`config.mk`:
```
export PLATFORM = sky130hd
export DESIGN_NAME = traffic_monitor
export DESIGN_NICKNAME = d
export VERILOG_FILES = /design/src/rtl/traffic_mon_pkg.sv /design/src/rtl/traffic_light_decode.sv /design/src/rtl/traffic_monitor.sv
export SDC_FILE = /design/constraint.sdc
export NUM_CORES = 1
export LEC_CHECK = 0
export CAP_MARGIN = 20
export CORE_MARGIN = 10
export CORE_UTILIZATION = 25
export DETAILED_ROUTE_END_ITERATION = 16
export GPL_ROUTABILITY_DRIVEN = 0
export PLACE_DENSITY_LB_ADDON = 0.15
export RECOVER_POWER = 50
export SYNTH_ARGS = -nofsm -noshare
export SYNTH_HDL_FRONTEND = slang
export SYNTH_SLANG_ARGS = --single-unit
```
`constraint.sdc`:
```
create_clock -name clk -period 4.5 [get_ports clk]
set_input_delay 0.45 -clock clk [delete_from_list [all_inputs] [get_ports clk]]
set_output_delay 0.45 -clock clk [all_outputs]
set_load 0.05 [all_outputs]
```
`src/rtl/traffic_mon_pkg.sv`:
```
// traffic_mon_pkg
// Shared types and helpers for the traffic-light bus monitor.
//   colour_t   : decoded lamp state of one direction
//   state_t    : monitor FSM state
//   FC_*       : fault cause codes reported on fault_code
//   next_colour: the only legal successor of a lamp colour
//   is_legal   : true for GREEN/YELLOW/RED
package traffic_mon_pkg;

  typedef enum logic [2:0] {
    NONE    = 3'd0,
    GREEN   = 3'd1,
    YELLOW  = 3'd2,
    RED     = 3'd3,
    ILLEGAL = 3'd4
  } colour_t;

  typedef enum logic [1:0] {
    SYNC  = 2'd0,
    TRACK = 2'd1,
    FAULT = 2'd2
  } state_t;

  localparam logic [2:0] FC_NONE        = 3'd0;
  localparam logic [2:0] FC_ILLEGAL_ENC = 3'd1;
  localparam logic [2:0] FC_CONFLICT    = 3'd2;
  localparam logic [2:0] FC_BAD_ORDER   = 3'd3;
  localparam logic [2:0] FC_SHORT       = 3'd4;
  localparam logic [2:0] FC_LONG        = 3'd5;

  function automatic colour_t next_colour(input colour_t c);
    case (c)
      GREEN:   next_colour = YELLOW;
      YELLOW:  next_colour = RED;
      RED:     next_colour = GREEN;
      default: next_colour = ILLEGAL;
    endcase
  endfunction

  function automatic logic is_legal(input colour_t c);
    is_legal = (c == GREEN) || (c == YELLOW) || (c == RED);
  endfunction

endpackage

```
`src/rtl/traffic_light_decode.sv`:
```
// traffic_light_decode
// Combinational decode of one direction's three lamps into a colour.
// Exactly one lamp lit gives that colour; anything else is ILLEGAL.
// Ports:
//   green, yellow, red : lamp inputs
//   colour             : decoded colour
module traffic_light_decode
  import traffic_mon_pkg::*;
(
  input  logic    green,
  input  logic    yellow,
  input  logic    red,
  output colour_t colour
);

  always_comb begin
    colour = ILLEGAL;
    case ({green, yellow, red})
      3'b100:  colour = GREEN;
      3'b010:  colour = YELLOW;
      3'b001:  colour = RED;
      default: colour = ILLEGAL;
    endcase
  end

endmodule

```
`src/rtl/traffic_monitor.sv`:
```
// traffic_monitor
// Passive checker for a two-direction traffic-light bus. Checks lamp
// encoding, conflicts, colour order and phase durations (in one_sec
// ticks) and latches the first violation as a sticky fault.
// Ports:
//   clk, reset       : clock, asynchronous active-low reset
//   one_sec          : one-clk tick pulse per second
//   xanh/vang/do_1,2 : green/yellow/red lamps of direction 1 and 2
//   clr              : single-cycle fault clear
//   fault            : sticky fault flag
//   fault_code       : cause of the latched fault (FC_* codes)
//   fault_dir        : bit0 = dir1 involved, bit1 = dir2 involved
//   cycles           : completed dir1 green-to-green cycles, saturating
//   force_red        : all-red request while faulted
// Build option: define TRAFFIC_MON_FORCE_RED_EN to drive force_red;
// otherwise force_red is tied low.
module traffic_monitor
  import traffic_mon_pkg::*;
#(
  parameter int GREEN_S  = 7,
  parameter int YELLOW_S = 3,
  parameter int RED_S    = 10,
  parameter int CNT_W    = 5
) (
  input  logic        clk,
  input  logic        reset,
  input  logic        one_sec,
  input  logic        xanh_1,
  input  logic        vang_1,
  input  logic        do_1,
  input  logic        xanh_2,
  input  logic        vang_2,
  input  logic        do_2,
  input  logic        clr,
  output logic        fault,
  output logic [2:0]  fault_code,
  output logic [1:0]  fault_dir,
  output logic [15:0] cycles,
  output logic        force_red
);

  colour_t          dec_1, dec_2;
  colour_t          cur   [2];
  colour_t          col_q [2];
  logic [CNT_W-1:0] cnt_q [2];
  logic [CNT_W-1:0] cnt_n [2];

  logic [1:0] change, arm_evt;
  logic [1:0] v_illegal, v_order, v_short, v_long;
  logic       v_conflict;
  logic       chk_basic, chk_track;
  logic [2:0] viol_code;
  logic [1:0] viol_dir;

  state_t      state_q, state_n;
  logic        fault_q, fault_n;
  logic [2:0]  code_q, code_n;
  logic [1:0]  dir_q, dir_n;
  logic [1:0]  armed_q, armed_n;
  logic [15:0] cycles_q, cycles_n;

  function automatic logic [CNT_W-1:0] seg_len(input colour_t c);
    case (c)
      GREEN:   seg_len = CNT_W'(GREEN_S);
      YELLOW:  seg_len = CNT_W'(YELLOW_S);
      RED:     seg_len = CNT_W'(RED_S);
      default: seg_len = '1;
    endcase
  endfunction

  traffic_light_decode u_dec_1 (
    .green  (xanh_1),
    .yellow (vang_1),
    .red    (do_1),
    .colour (dec_1)
  );

  traffic_light_decode u_dec_2 (
    .green  (xanh_2),
    .yellow (vang_2),
    .red    (do_2),
    .colour (dec_2)
  );

  // Per-direction change detection, tick counting and raw violation flags.
  // A tick arriving on the change cycle belongs to the new segment, so
  // SHORT compares the finished segment's count (cnt_q) while LONG looks
  // at the count including this cycle's tick (cnt_n).
  always_comb begin
    cur[0] = dec_1;
    cur[1] = dec_2;
    for (int d = 0; d < 2; d++) begin
      change[d] = (cur[d] != col_q[d]);
      if (change[d])
        cnt_n[d] = one_sec ? CNT_W'(1) : '0;
      else if (one_sec && (cnt_q[d] != '1))
        cnt_n[d] = cnt_q[d] + 1'b1;
      else
        cnt_n[d] = cnt_q[d];
      v_illegal[d] = (cur[d] == ILLEGAL);
      v_order[d]   = change[d] && is_legal(col_q[d]) &&
                     (cur[d] != next_colour(col_q[d]));
      v_short[d]   = change[d] && is_legal(col_q[d]) &&
                     (cnt_q[d] < seg_len(col_q[d]));
      v_long[d]    = !change[d] && is_legal(col_q[d]) &&
                     (cnt_n[d] > seg_len(col_q[d]));
      arm_evt[d]   = change[d] && is_legal(col_q[d]) && is_legal(cur[d]);
    end
    v_conflict = (cur[0] != RED) && (cur[1] != RED);
  end

  // Priority selection of the winning fault cause. Encoding and conflict
  // are also evaluated on a clr cycle in FAULT so a violation present
  // during the clear keeps the monitor faulted.
  always_comb begin
    chk_basic = (state_q != FAULT) || clr;
    chk_track = (state_q == TRACK);
    viol_code = FC_NONE;
    viol_dir  = 2'b00;
    if (chk_basic && (|v_illegal)) begin
      viol_code = FC_ILLEGAL_ENC;
      viol_dir  = v_illegal;
    end else if (chk_basic && v_conflict) begin
      viol_code = FC_CONFLICT;
      viol_dir  = 2'b11;
    end else if (chk_track && (|v_order)) begin
      viol_code = FC_BAD_ORDER;
      viol_dir  = v_order;
    end else if (chk_track && (|v_short)) begin
      viol_code = FC_SHORT;
      viol_dir  = v_short;
    end else if (chk_track && (|v_long)) begin
      viol_code = FC_LONG;
      viol_dir  = v_long;
    end
  end

  // Next-state and registered-output logic.
  always_comb begin
    state_n  = state_q;
    fault_n  = fault_q;
    code_n   = code_q;
    dir_n    = dir_q;
    armed_n  = armed_q;
    cycles_n = cycles_q;
    case (state_q)
      SYNC: begin
        armed_n = armed_q | arm_evt;
        if (viol_code != FC_NONE) begin
          state_n = FAULT;
          fault_n = 1'b1;
          code_n  = viol_code;
          dir_n   = viol_dir;
        end else if (&armed_n) begin
          state_n = TRACK;
        end
      end
      TRACK: begin
        if (change[0] && (cur[0] == GREEN) && (cycles_q != 16'hFFFF))
          cycles_n = cycles_q + 16'd1;
        if (viol_code != FC_NONE) begin
          state_n = FAULT;
          fault_n = 1'b1;
          code_n  = viol_code;
          dir_n   = viol_dir;
        end
      end
      FAULT: begin
        if (clr) begin
          if (viol_code != FC_NONE) begin
            code_n = viol_code;
            dir_n  = viol_dir;
          end else begin
            state_n = SYNC;
            fault_n = 1'b0;
            code_n  = FC_NONE;
            dir_n   = 2'b00;
            armed_n = 2'b00;
          end
        end
      end
      default: state_n = SYNC;
    endcase
  end

  // FSM state and fault outputs.
  always_ff @(posedge clk or negedge reset) begin
    if (!reset) begin
      state_q  <= SYNC;
      fault_q  <= 1'b0;
      code_q   <= FC_NONE;
      dir_q    <= 2'b00;
      armed_q  <= 2'b00;
      cycles_q <= 16'd0;
    end else begin
      state_q  <= state_n;
      fault_q  <= fault_n;
      code_q   <= code_n;
      dir_q    <= dir_n;
      armed_q  <= armed_n;
      cycles_q <= cycles_n;
    end
  end

  // Colour history and tick counters keep following the bus in every
  // state, so after a clear the current segment is simply treated as
  // partial until the next change.
  always_ff @(posedge clk or negedge reset) begin
    if (!reset) begin
      for (int d = 0; d < 2; d++) begin
        col_q[d] <= NONE;
        cnt_q[d] <= '0;
      end
    end else begin
      for (int d = 0; d < 2; d++) begin
        col_q[d] <= cur[d];
        cnt_q[d] <= cnt_n[d];
      end
    end
  end

  assign fault      = fault_q;
  assign fault_code = code_q;
  assign fault_dir  = dir_q;
  assign cycles     = cycles_q;

`ifdef TRAFFIC_MON_FORCE_RED_EN
  assign force_red = fault_q;
`else
  assign force_red = 1'b0;
`endif

endmodule

```
# Word-level counts from Yosys, hierarchy flattened
# Index checks and enable logic that the tools add are counted.
[totals] ff_bits=42 in_bits=10 out_inout_bits=23 elab_cells=143
[op_classes] n_addsub=3 order_cmp=4 n_eq_ne=37 mux=40 bitwise=1 reduce_logical=48
[ops] operator="case mux 3 bit (3 select lines)" n=4
[ops] operator="equality test 3 x 2 -> 1 bit, second input constant" n=10
[ops] operator="case mux 5 bit (3 select lines)" n=2
[ops] operator="2-to-1 mux 2 bit" n=13
[ops] operator="2-to-1 mux 3 bit" n=8
[ops] operator="logical AND 1 bit" n=22
[ops] operator="2-to-1 mux 5 bit" n=4
[ops] operator="equality test 3 x 1 -> 1 bit, second input constant" n=6
[ops] operator="adder 16 x 1 -> 16 bit, second input constant" n=1
[ops] operator="!= test 16 bit, second input constant" n=1
[ops] operator="equality test 3 bit, second input constant" n=4
[ops] operator="!= test 3 bit" n=4
[ops] operator="adder 5 x 1 -> 5 bit, second input constant" n=2
[ops] operator="> comparator 5 bit" n=2
[ops] operator="less-than comparator 5 bit" n=2
[ops] operator="!= test 5 bit, second input constant" n=2
[ops] operator="OR reduction 2 bit" n=5
[ops] operator="logical OR 1 bit" n=9
[ops] operator="case mux 2 bit (2 select lines)" n=2
[ops] operator="AND reduction 4 bit" n=2
[ops] operator="!= test 2 bit, second input constant" n=3
[ops] operator="!= test 3 x 2 -> 1 bit, second input constant" n=2
[ops] operator="case mux 2 bit (3 select lines)" n=1
[ops] operator="case mux 3 bit (2 select lines)" n=1
[ops] operator="13 further kinds" n=21

# Longest topological paths before layout
[depth] depth_word=17 mapped_depth=15 ltp_nobuf=15

# Cells and area by module
# From an unflattened synthesis, not the netlist that was laid out.
[unflattened] cells_unflattened=328 area_unflattened_um2=2950.3
[modules_own_cells] module="traffic_monitor" instances=1 cells_each=316 area_per_inst_um2=2872.8 seq_area_each_um2=1051.0
[modules_own_cells] module="traffic_light_decode" instances=2 cells_each=6 area_per_inst_um2=38.8 seq_area_each_um2=0.0

# Worst setup path after synthesis
# OpenSTA, ideal clock, no wires.
[synth_timing] path_kind="register -> register" start="register cnt_q[5] (netlist bit)" end="register code_q[1] (netlist: fault_code[1])" arrival_time_ns=3.334 slack_ns=1.041 stages_incl_launch_ff=16 cell_sequence="dfrtp_1 ha_1 and3_1 ha_1 and2b_1 nand4_1 xor2_1 nor2_1 ha_1 a21o_1 a21oi_1 o31a_1 a2111oi_4 o41ai_4 o211ai_4 mux2_4"
[synth_rtl] item="start: declaration" line="traffic_monitor.sv:45" rtl="logic [CNT_W-1:0] cnt_q [2];"
[synth_rtl] item="start signal: indexed assignment" line="traffic_monitor.sv:217" rtl="cnt_q[d] <= cnt_n[d];"
[synth_rtl] item="end signal: assignment" line="traffic_monitor.sv:198" rtl="code_q <= code_n;"
[synth_rtl] item="end: declaration" line="traffic_monitor.sv:57" rtl="logic [2:0] code_q, code_n;"

==> impl_results.md <==
- Hold-fix buffers, CTS: 0
- Final non-filler cell total: 480
- Die X: approximately 130 um
- Dominant register cell in the synthesized netlist: dfrtp_1
- Flip-flop and latch count after synthesis: 42
- Violated checks: max-capacitance violations, max-slew violations
- Core outline area: 11,400 um^2
- Area occupied by multi-input gates: 1720 um^2
- Power per standard cell area: 296 nW/um^2
- Warnings, synthesis: 0
- Sink count of the clock tree: 42
- Critical path's largest stage delay: 0.52 ns
- Fraction of final layout cells sized beyond drive strength 1: 0.0831
- Required time of the critical path: approximately 4.7 ns
- Via Count: roughly 2,300
- Worst reg-to-reg path cell count: 15
- Resized Gates After CTS: 0
- Via count normalized by instance count: 4.75
- Total Wirelength: 6930 um
- Number of hold violations in the final report: 0
- HPWL Detailed: roughly 5200 um
- Crit path time final: 3.95 ns
- Worst min-delay path category: in -> async
- Placed Instances: 471
- Number of distinct library cell variants in the gate-level netlist after synthesis: 67
- Flop2flop setup slack: 0.78 ns
- Highest achievable clock rate: 253 MHz
- Fin crit share: 0.878
- Boundary pin count: 33
- Total inserted antenna cells: 0
- Sequential cell area: approximately 1100 um^2
- FILL cells: ~1,200
- Clk pin slew, worst setup/hold paths: 0.06 ns
- Clock tree from TritonCTS: yes
- Clk_lat worst skew: between 0.2 and 0.3 ns
- Dominant cell type by area after synthesis: dfrtp_1
- Startpoint class of the critical path: input port
- Async set or reset register ratio after synthesis: 1.00
- Arrival time at the worst endpoint: 4.13 ns
- WHS: 0.0888 ns
- Number of post-CTS setup repair buffers: 0
- DRT Pass-1 Iters: 4
- Sequential share of the synthesized area: 0.361
- Worst Tran Pin Value: 1.95 ns
- Cells after synthesis: 305
- Worst path most repeated cell: nor2_1
- Final Worst Setup Slack: 0.548 ns
- Number of DRC violations after detailed routing: 0
- Final Net Count: 365
- Floorplan die height: 128 um
- Violation count after the first detailed-route iteration: between 80 and 90
- Highest-delay cell along the critical path: o41ai_4
- Number of failing setup endpoints in the final timing report: 0
- Root Driver: clkbuf_16
- Max-slew violation count: 36
- Largest voltage drop on the vdd net: 0.204 mV
- Std-Cell Rows: 39
- Post-synthesis net count: roughly 330
- Number of nets with antenna violations after detailed routing: 0
- Congestion Overflow GR: 0
- Wire length of the first global-routing pass: 11,800 um
- Portion of synthesized cell area occupied by the leading cell type: 0.361
- Worst-case headroom to the max-slew limit: -0.299
- R2r endpoint: fault_dir[1]
- Reg-to-Reg Start: cnt_q[5]
- Maximum number of pins on one net before global-route repair: 43
- Cell Area, Synth: 2910 um^2
- Drt wl/cell: 14.4 um
- Unrepaired setup endpoints after global routing: false
- Most numerous cell in the Yosys netlist: dfrtp_1
- Die area: about 16,000 um^2
- Sort of element at the end of the critical path: flop
- List of most frequent post-synthesis cells: dfrtp_1, nor2_1, ha_1, xnor2_1, a21oi_1
- Final total negative setup slack: 0 ns
- EDFF count, synth: 0
- All-layer global routing usage: 0.0869
- Level count of the clock H-tree: 2
- CP max FO: 12
- Number of antenna violations at the first check in global routing: 0
- Initial core utilization: 0.255
- Growth of design area from synthesis to finish: 20.5%
- Mean instance size in the synthesized netlist: 9.55 um^2
- Bufs on Longest Clock Path: 2
- Outcome: complete, but fails checks
- Number of maximum-capacitance constraint violations: 1
- Count of input and output buffers: 31
- Static leakage power: 1.52 nW
- Total CTS buffers: 5
- Via count of the first global-routing pass: 2,341
- Setup Crit Path Kind: in -> reg
- Pre-CTS setup slack: 0.324 ns
- Worst clock skew: 0.00779 ns
- Leading post-synthesis cells by cell area: dfrtp_1, ha_1, xnor2_1
- Cell chain of the critical path: clkdlybuf4s50_1, clkbuf_1, nor2_1, a32oi_1, o211a_1, nor2_1, ha_1, a21o_1, a21oi_1, o31a_1, a2111oi_4, o41ai_4, o211ai_4, mux2_4
## layer usage
metal,vias up,track usage,share of wire
li1,1167,-,-
met1,1077,0.111,0.48
met2,32,0.139,0.46
met3,5,0.0265,0.051
met4,0,0.0238,0.010
met5,-,0,0
## registers in the layout (all words and copies together) (netlist names)
signal      count
armed_q         2
cnt_q          10
col_q           6
cycles         16
fault           1
fault_code      3
fault_dir       2
state_q         2
## critical path, delay by kind of cell
kind | cells | cell delay, ns
buffers and inverters | 2 | 0.91
muxes | 1 | 0.33
adders and majority gates | 1 | 0.32
and+or+nand+nor | 2 | 0.19
AOI/OAI and AO/OA | 8 | 1.92
## final cells by class
type                    count  share of cell area
well taps                 143              0.0510
clock inverters             2             0.00392
clock buffers               6              0.0367
flip-flops and latches     42               0.300
inverters                  15              0.0161
multi-input cells         233               0.491
repair buffers             39               0.102
## layout by cell type (no fill, tap or decap), types with 5 or more instances in the layout
master,count
a21o_1,5
a21oi_1,17
nor2_1,26
xnor2_1,18
nand2_1,15
buf_4,6
nand3_1,11
nand2b_1,6
inv_1,14
xor2_1,6
o21ai_0,9
ha_1,19
clkbuf_16,5
nor3_1,5
clkdlybuf4s50_1,28
dfrtp_1,42
nand4_1,10
nor2b_1,9
## power by group
| group | leakage (nW) | switching (mW) | internal [mW] |
|---|---|---|---|
| clock network | 0.0708 | 0.153 | 0.206 |
| registers | 0.557 | 0.0299 | 0.403 |
| logic | 0.892 | 0.148 | 0.0963 |
## how the worst max path moves through the flow
stage	from	end	slack [ns]
floorplan	cnt_q[5]	fault_code[1]	1.04
global placement	do_2	fault_dir[0]	0.41
detailed placement	do_2	fault_code[1]	0.32
CTS	do_2	fault_code[1]	0.62
global route	do_1	fault_code[1]	0.25
finish	do_1	fault_dir[1]	0.55
## cell families after synthesis
kind of cell,count (synthesis),synth area share
AND/OR/NAND/NOR,115,0.222
AO/OA/AOI/OAI,64,0.174
flip-flops,42,0.361
buffers and inverters,30,0.0477
XOR/XNOR,24,0.0722
adder cells (fa/ha/maj),21,0.0890
multiplexers,8,0.0331
other,1,0.00129
## through the flow
stage	util	power, mW	cell area [um^2]
after global placement	0.295	0.688	3370
after CTS	0.307	1.06	3510
after detailed placement	0.295	0.688	3370
after floorplan	-	0.610	2910
after global routing	0.307	1.10	3510
final	0.307	1.04	3510
No activity file was read; power rests on OpenSTA's default activity.
